$ cat config.mk
export PLATFORM = sky130hd
export DESIGN_NAME = song_sequencer
export DESIGN_NICKNAME = d
export VERILOG_FILES = /design/src/rtl/synth_seq_pkg.sv /design/src/rtl/note_freq_calc.sv /design/src/rtl/song_sequencer.sv
export SDC_FILE = /design/constraint.sdc
export NUM_CORES = 1
export LEC_CHECK = 0
export ABC_AREA = 1
export CORE_MARGIN = 10
export CORE_UTILIZATION = 35
export CTS_CLUSTER_DIAMETER = 150
export DETAILED_ROUTE_END_ITERATION = 7
export SETUP_SLACK_MARGIN = 0.5
export SLEW_MARGIN = 30
export SYNTH_ARGS = -nofsm -noshare
export SYNTH_HDL_FRONTEND = slang
export SYNTH_SLANG_ARGS = --single-unit
$ cat constraint.sdc
create_clock -name clk -period 8.2 [get_ports clk]
set_clock_uncertainty 0.1 [all_clocks]
set_input_delay 1.64 -clock clk [delete_from_list [all_inputs] [get_ports clk]]
set_output_delay 1.64 -clock clk [all_outputs]
set_load 0.02 [all_outputs]
$ cat src/rtl/synth_seq_pkg.sv
// Shared types and constants for the song sequencer: step record layout, FSM states, just-intonation ratio ROM.
package synth_seq_pkg;

  typedef struct packed {
    logic       last;
    logic [2:0] cutoff;
    logic [7:0] length;
    logic [3:0] tone;
  } step_t;

  typedef enum logic [2:0] {
    S_IDLE,
    S_LOAD,
    S_CALC,
    S_PLAY,
    S_DONE
  } seq_state_t;

  localparam logic [31:0] ONE       = 32'h0010_0000;
  localparam int          NUM_TONES = 13;
  localparam logic [3:0]  MAX_TONE  = 4'd12;

  // Q12.20 ratios, truncated: 1, 16/15, 9/8, 6/5, 5/4, 4/3, 45/32, 3/2, 8/5, 5/3, 16/9, 15/8, 2
  localparam logic [31:0] RATIO_ROM [NUM_TONES] = '{
    32'd1048576, 32'd1118481, 32'd1179648, 32'd1258291, 32'd1310720,
    32'd1398101, 32'd1474560, 32'd1572864, 32'd1677721, 32'd1747626,
    32'd1864135, 32'd1966080, 32'd2097152
  };

  function automatic logic [3:0] clamp_tone(input logic [3:0] tone);
    return (tone > MAX_TONE) ? MAX_TONE : tone;
  endfunction

endpackage

$ cat src/rtl/note_freq_calc.sv
// Registered tone -> Q12.20 note frequency (ratio lookup times base, >> 20). One cycle latency, loads only when i_en.
// No backpressure: the result holds until the next enabled cycle.
module note_freq_calc
  import synth_seq_pkg::*;
#(
  parameter logic [31:0] BASE_FREQ = 32'd110 << 20
) (
  input  logic        clk,
  input  logic        rst_n,
  input  logic        i_en,
  input  logic [3:0]  i_tone,
  output logic [31:0] o_note
);

  logic [63:0] w_prod;
  logic [31:0] w_note;

  assign w_prod = {32'd0, BASE_FREQ} * {32'd0, RATIO_ROM[clamp_tone(i_tone)]};
  assign w_note = 32'(w_prod >> 20);

  always_ff @(posedge clk or negedge rst_n) begin
    if (!rst_n) begin
      o_note <= '0;
    end else if (i_en) begin
      o_note <= w_note;
    end
  end

endmodule

$ cat src/rtl/song_sequencer.sv
// Plays a programmed step table onto the synth voices; start-to-sound 3 cycles, 2-cycle LOAD/CALC gap between steps.
// Outputs hold through the gap; table writes are accepted only while idle.
module song_sequencer
  import synth_seq_pkg::*;
#(
  parameter int          NUM_VOICES     = 8,
  parameter int          STEPS          = 16,
  parameter int          TICKS_PER_UNIT = 12000,
  parameter logic [31:0] BASE_FREQ      = 32'd110 << 20
) (
  input  logic                     clk,
  input  logic                     rst_n,
  input  logic                     sample_tick,
  input  logic                     start,
  input  logic                     stop,
  input  logic                     wr_en,
  input  logic [$clog2(STEPS)-1:0] wr_addr,
  input  logic [15:0]              wr_data,
  output logic [NUM_VOICES*32-1:0] frequencies,
  output logic [NUM_VOICES*32-1:0] voice_volumes,
  output logic [2:0]               cutoff,
  output logic                     busy,
  output logic [$clog2(STEPS)-1:0] step_idx,
  output logic                     done
);

  localparam int IDX_W = $clog2(STEPS);

  seq_state_t       r_state;
  seq_state_t       w_next;
  step_t            r_table [STEPS];
  step_t            w_rd;
  logic [IDX_W-1:0] r_idx;
  logic [7:0]       r_len;
  logic [2:0]       r_cut_step;
  logic             r_last;
  logic [31:0]      r_cnt;
  logic [31:0]      r_note;
  logic [31:0]      r_vol;
  logic [2:0]       r_cutoff;
  logic [31:0]      w_calc_note;
  logic             w_at_end;
  logic             w_load;
  logic             w_play;
  logic             w_idx0;
  logic             w_idx_inc;
  logic             w_vol_clr;

  // Table is plain RAM: no reset, written only while idle so a playing song cannot change under us.
  always_ff @(posedge clk) begin
    if (wr_en && (r_state == S_IDLE)) begin
      r_table[wr_addr] <= step_t'(wr_data);
    end
  end

  assign w_rd     = r_table[r_idx];
  assign w_at_end = (r_idx == IDX_W'(STEPS - 1));

  note_freq_calc #(
    .BASE_FREQ (BASE_FREQ)
  ) u_calc (
    .clk    (clk),
    .rst_n  (rst_n),
    .i_en   (w_load),
    .i_tone (w_rd.tone),
    .o_note (w_calc_note)
  );

  always_ff @(posedge clk or negedge rst_n) begin
    if (!rst_n) begin
      r_state <= S_IDLE;
    end else begin
      r_state <= w_next;
    end
  end

  always_comb begin
    w_next    = r_state;
    w_load    = 1'b0;
    w_play    = 1'b0;
    w_idx0    = 1'b0;
    w_idx_inc = 1'b0;
    w_vol_clr = 1'b0;
    case (r_state)
      S_IDLE: begin
        if (start) begin
          w_next = S_LOAD;
          w_idx0 = 1'b1;
        end
      end
      S_LOAD: begin
        if (stop) begin
          w_next    = S_IDLE;
          w_vol_clr = 1'b1;
        end else if (w_rd.length == 8'd0) begin
          if (w_rd.last || w_at_end) begin
            w_next    = S_DONE;
            w_vol_clr = 1'b1;
          end else begin
            w_idx_inc = 1'b1;
          end
        end else begin
          w_next = S_CALC;
          w_load = 1'b1;
        end
      end
      S_CALC: begin
        if (stop) begin
          w_next    = S_IDLE;
          w_vol_clr = 1'b1;
        end else begin
          w_next = S_PLAY;
          w_play = 1'b1;
        end
      end
      S_PLAY: begin
        if (stop) begin
          w_next    = S_IDLE;
          w_vol_clr = 1'b1;
        end else if (sample_tick && (r_cnt == '0)) begin
          if (r_last || w_at_end) begin
            w_next    = S_DONE;
            w_vol_clr = 1'b1;
          end else begin
            w_next    = S_LOAD;
            w_idx_inc = 1'b1;
          end
        end
      end
      S_DONE: begin
        w_next = S_IDLE;
      end
      default: begin
        w_next = S_IDLE;
      end
    endcase
  end

  always_ff @(posedge clk or negedge rst_n) begin
    if (!rst_n) begin
      r_idx      <= '0;
      r_len      <= '0;
      r_cut_step <= '0;
      r_last     <= 1'b0;
      r_cnt      <= '0;
      r_note     <= '0;
      r_vol      <= '0;
      r_cutoff   <= '0;
    end else begin
      if (w_idx0) begin
        r_idx <= '0;
      end else if (w_idx_inc) begin
        r_idx <= r_idx + 1'b1;
      end
      if (w_load) begin
        r_len      <= w_rd.length;
        r_cut_step <= w_rd.cutoff;
        r_last     <= w_rd.last;
      end
      // Counter ends at 0 so the L*TICKS_PER_UNIT-th tick is the one that advances.
      if (r_state == S_CALC) begin
        r_cnt <= 32'(r_len) * 32'(TICKS_PER_UNIT) - 32'd1;
      end else if ((r_state == S_PLAY) && sample_tick && (r_cnt != '0)) begin
        r_cnt <= r_cnt - 32'd1;
      end
      if (w_play) begin
        r_note   <= w_calc_note;
        r_cutoff <= r_cut_step;
        r_vol    <= ONE;
      end else if (w_vol_clr) begin
        r_vol <= '0;
      end
    end
  end

  for (genvar gi = 0; gi < NUM_VOICES; gi++) begin : g_voice
    assign frequencies[gi*32 +: 32]   = r_note << (gi % 3);
    assign voice_volumes[gi*32 +: 32] = r_vol;
  end

  assign cutoff   = r_cutoff;
  assign busy     = (r_state != S_IDLE);
  assign step_idx = r_idx;
  assign done     = (r_state == S_DONE);

endmodule

==> results.json <==
{
  "status": "finished clean",
  "rrSetupSlack_ps": 1220,
  "final_cell_mix": "586 x nand2_1, 335 x inv_1, 274 x conb_1",
  "vdd_drop_max_v": 0.000577,
  "antenna_found_initial": 1,
  "synth_xor_xnor_area_share_pct": 1.68,
  "ctsHoldBuffers": 0,
  "max_stage_delay_ps": 680,
  "seq_area_frac_synth_pct": 42.1,
  "syn-instance-count": 2827,
  "hold_violations": 0,
  "tightestPinTransition_ps": 951,
  "setup_tns_ps": 0,
  "hp-class": "reg2reg",
  "cts_num_sinks": 369,
  "grt_pass1_wl_um": 98700,
  "cts_resized": 0,
  "ctsLongestPathBuffers": 3,
  "muxShareOfSynthArea_pct": 0,
  "wl_per_cell_um": 17.0,
  "synth_compound_area_share_pct": 6.64,
  "rsz0062_at_grt": "false",
  "core_um2": 70400,
  "endpoint_kind": "flip-flop",
  "worst_ep_arrival_time_ps": 7320,
  "path_class": "reg2reg",
  "cts_made_buffers": 40,
  "die_x_um": 287,
  "ys_ff_latch": 369,
  "first_pass_iters": 5,
  "fmax_ghz": 0.143,
  "cts_root_buf": "clkbuf_16",
  "ys_warn_count": 0,
  "hpwl_um": 48600,
  "io_pins": 547,
  "grt_overflow": 0,
  "required_ps": 8540,
  "crit_fanout": 35,
  "grt_pass1_vias": 16500,
  "via_count": 17200,
  "gp_congestion": 0.854,
  "reg2regPathDepth": 28,
  "cap_viol_max_count": 0,
  "leakage_nw": 12.4,
  "netlist-cell-type-count": 47,
  "drcViolationCount": 0,
  "worst_slack_ps": 1220,
  "slowest_stage": "dfrtp_4",
  "synth_fa_ha_area_share_pct": 11.1,
  "r2r-end": "u_calc.o_note[16]",
  "maxSlewViolCount": 0,
  "clk_pin_slew_ps": 60,
  "syn_area_um2": 25000,
  "diodes": 0,
  "cts_tree": "done",
  "insertion_delay_ps": 590,
  "critPathLaunchType": "flip-flop",
  "initial_core_util_pct": 35.5,
  "yosys.area_share.simple_pct": 16.9,
  "drt-total-wl_um": 65700,
  "hold_path.startpoint": "u_calc.o_note[27]",
  "p_per_area_nw_per_um2": 463,
  "portBuffers": 274,
  "layout_commonest_cell": "nand2_1",
  "hold_path_end": "r_note[27]",
  "rr_startpoint": "step_idx[0]",
  "pre_cts_slack_ps": 1030,
  "vias_per_cell": 4.46,
  "syn_area_per_cell_um2": 8.84,
  "htreeDepth": 2,
  "finalSetupViolCount": 0,
  "layout.nets": 3102,
  "period_share_pct": 85.1,
  "num_rows": 97,
  "period_minus_slack_ps": 6980,
  "drive_gt1_share_pct": 5.23,
  "grt_max_degree": 81,
  "synth_top_family_by_area": "buffers and inverters",
  "cts_setup_buffers": 0,
  "die_area_um2": 82500,
  "track_usage_pct": 15.1,
  "syn2layout_area_growth_pct": 10.2,
  "hold_path_depth": 2,
  "ant_nets": 0,
  "fp.dieH_um": 287,
  "first_iter_violations": 1297,
  "slew_headroom_pct": 36.6,
  "n_fill_cell": 7056
}
==> final cells by class <==
| type | count | area [um2] | share of cell area, % |
|---|---|---|---|
| inverters | 347 | 1310 | 4.74 |
| multi-input cells | 1827 | 10200 | 37.0 |
| well taps | 940 | 1180 | 4.27 |
| repair buffers | 312 | 3030 | 11.0 |
| clock inverters | 23 | 309 | 1.12 |
| flip-flops and latches | 369 | 10500 | 38.2 |
| clock buffers | 47 | 1030 | 3.73 |
==> logic make-up after synthesis <==
family,after synthesis
AND/OR/NAND/NOR,1029
AO/OA/AOI/OAI,297
flip-flops,369
XOR/XNOR,48
adder cells (fa/ha/maj),179
other,2
buffers and inverters,903
==> through the flow <==
step / util [%] / std cells / hold WS [ps] / instance area [um2] / power (mW)
4_1_cts: 39.1 / 3865 / 382 / 27500 / 12.9
2_1_floorplan: - / 3099 / 349 / 26000 / 9.14
3_3_place_gp: 37.2 / 3795 / 359 / 26200 / 10.9
3_5_place_dp: 37.2 / 3795 / 366 / 26200 / 11.0
5_1_grt: 39.1 / 3865 / 397 / 27500 / 14.1
6_report: 39.1 / 3865 / 376 / 27500 / 12.7
==> metal layers <==
layer | wire length (um) | track usage, %
met1 | 28700 | 20.3
met2 | 30800 | 24.7
met3 | 5230 | 3.34
met4 | 892 | 2.92
met5 | 13 | 0
==> power breakdown <==
group | switching (mW) | leakage [nW] | internal [mW] | total, mW
sequential | 0.363 | 3.70 | 2.26 | 2.62
combinational | 5.24 | 8.04 | 3.03 | 8.27
clock | 0.778 | 0.655 | 1.07 | 1.85
==> worst max path at each step <==
| stage | from | end | slack [ps] | cells past startpoint |
|---|---|---|---|---|
| after global routing | step_idx[0] | u_calc.o_note[16] | 570 | 28 |
| final | step_idx[0] | u_calc.o_note[16] | 1220 | 28 |
| after floorplan | step_idx[0] | u_calc.o_note[16] | 1390 | 31 |
| after CTS | step_idx[0] | u_calc.o_note[23] | 990 | 34 |
| after global placement | step_idx[0] | u_calc.o_note[23] | 1190 | 34 |
| after detailed placement | step_idx[0] | u_calc.o_note[23] | 1030 | 32 |
==> registers in the layout, indices dropped and copies added (netlist names) <==
signal	cells
u_calc.o_note	29
r_note	29
r_last	1
r_state	3
r_cut_step	3
r_vol	1
r_len	8
step_idx	4
cutoff	3
r_cnt	32
r_table	256
==> cell usage after synthesis (all sizes together) <==
master / n / share of area (%)
a211oi: 1 / 0.030
a21o: 1 / 0.030
a21oi: 70 / 1.4
a221o: 2 / 0.080
a22oi: 3 / 0.090
a31oi: 3 / 0.14
a32oi: 1 / 0.035
and3: 2 / 0.050
buf: 531 / 16
clkbuf: 25 / 0.38
clkinv: 2 / 0.030
conb: 2 / 0.030
dfrtp: 113 / 11
edfxtp: 256 / 31
fa: 71 / 5.7
ha: 108 / 5.4
inv: 345 / 5.2
nand2: 593 / 9.0
nand3: 136 / 2.8
nand3b: 7 / 0.21
nand4: 19 / 0.50
nor2: 243 / 3.8
nor3: 20 / 0.40
nor3b: 3 / 0.090
nor4: 3 / 0.075
o211ai: 10 / 0.30
o21ai: 176 / 3.6
o21bai: 9 / 0.27
o221ai: 10 / 0.35
o22ai: 11 / 0.28
or2: 3 / 0.075
xnor2: 24 / 0.84
xor2: 24 / 0.84
==> worst max-delay path: cells and delay by family (launching register included) <==
kind	cells	cell delay, ps
and+or+nand+nor	4	560
DFF	1	680
xor gates and xnor gates	1	190
AOI/OAI and AO/OA	10	1990
adders and majority gates	6	2430
buffers and inverters	7	850
Power figures use the tool's default switching activity.
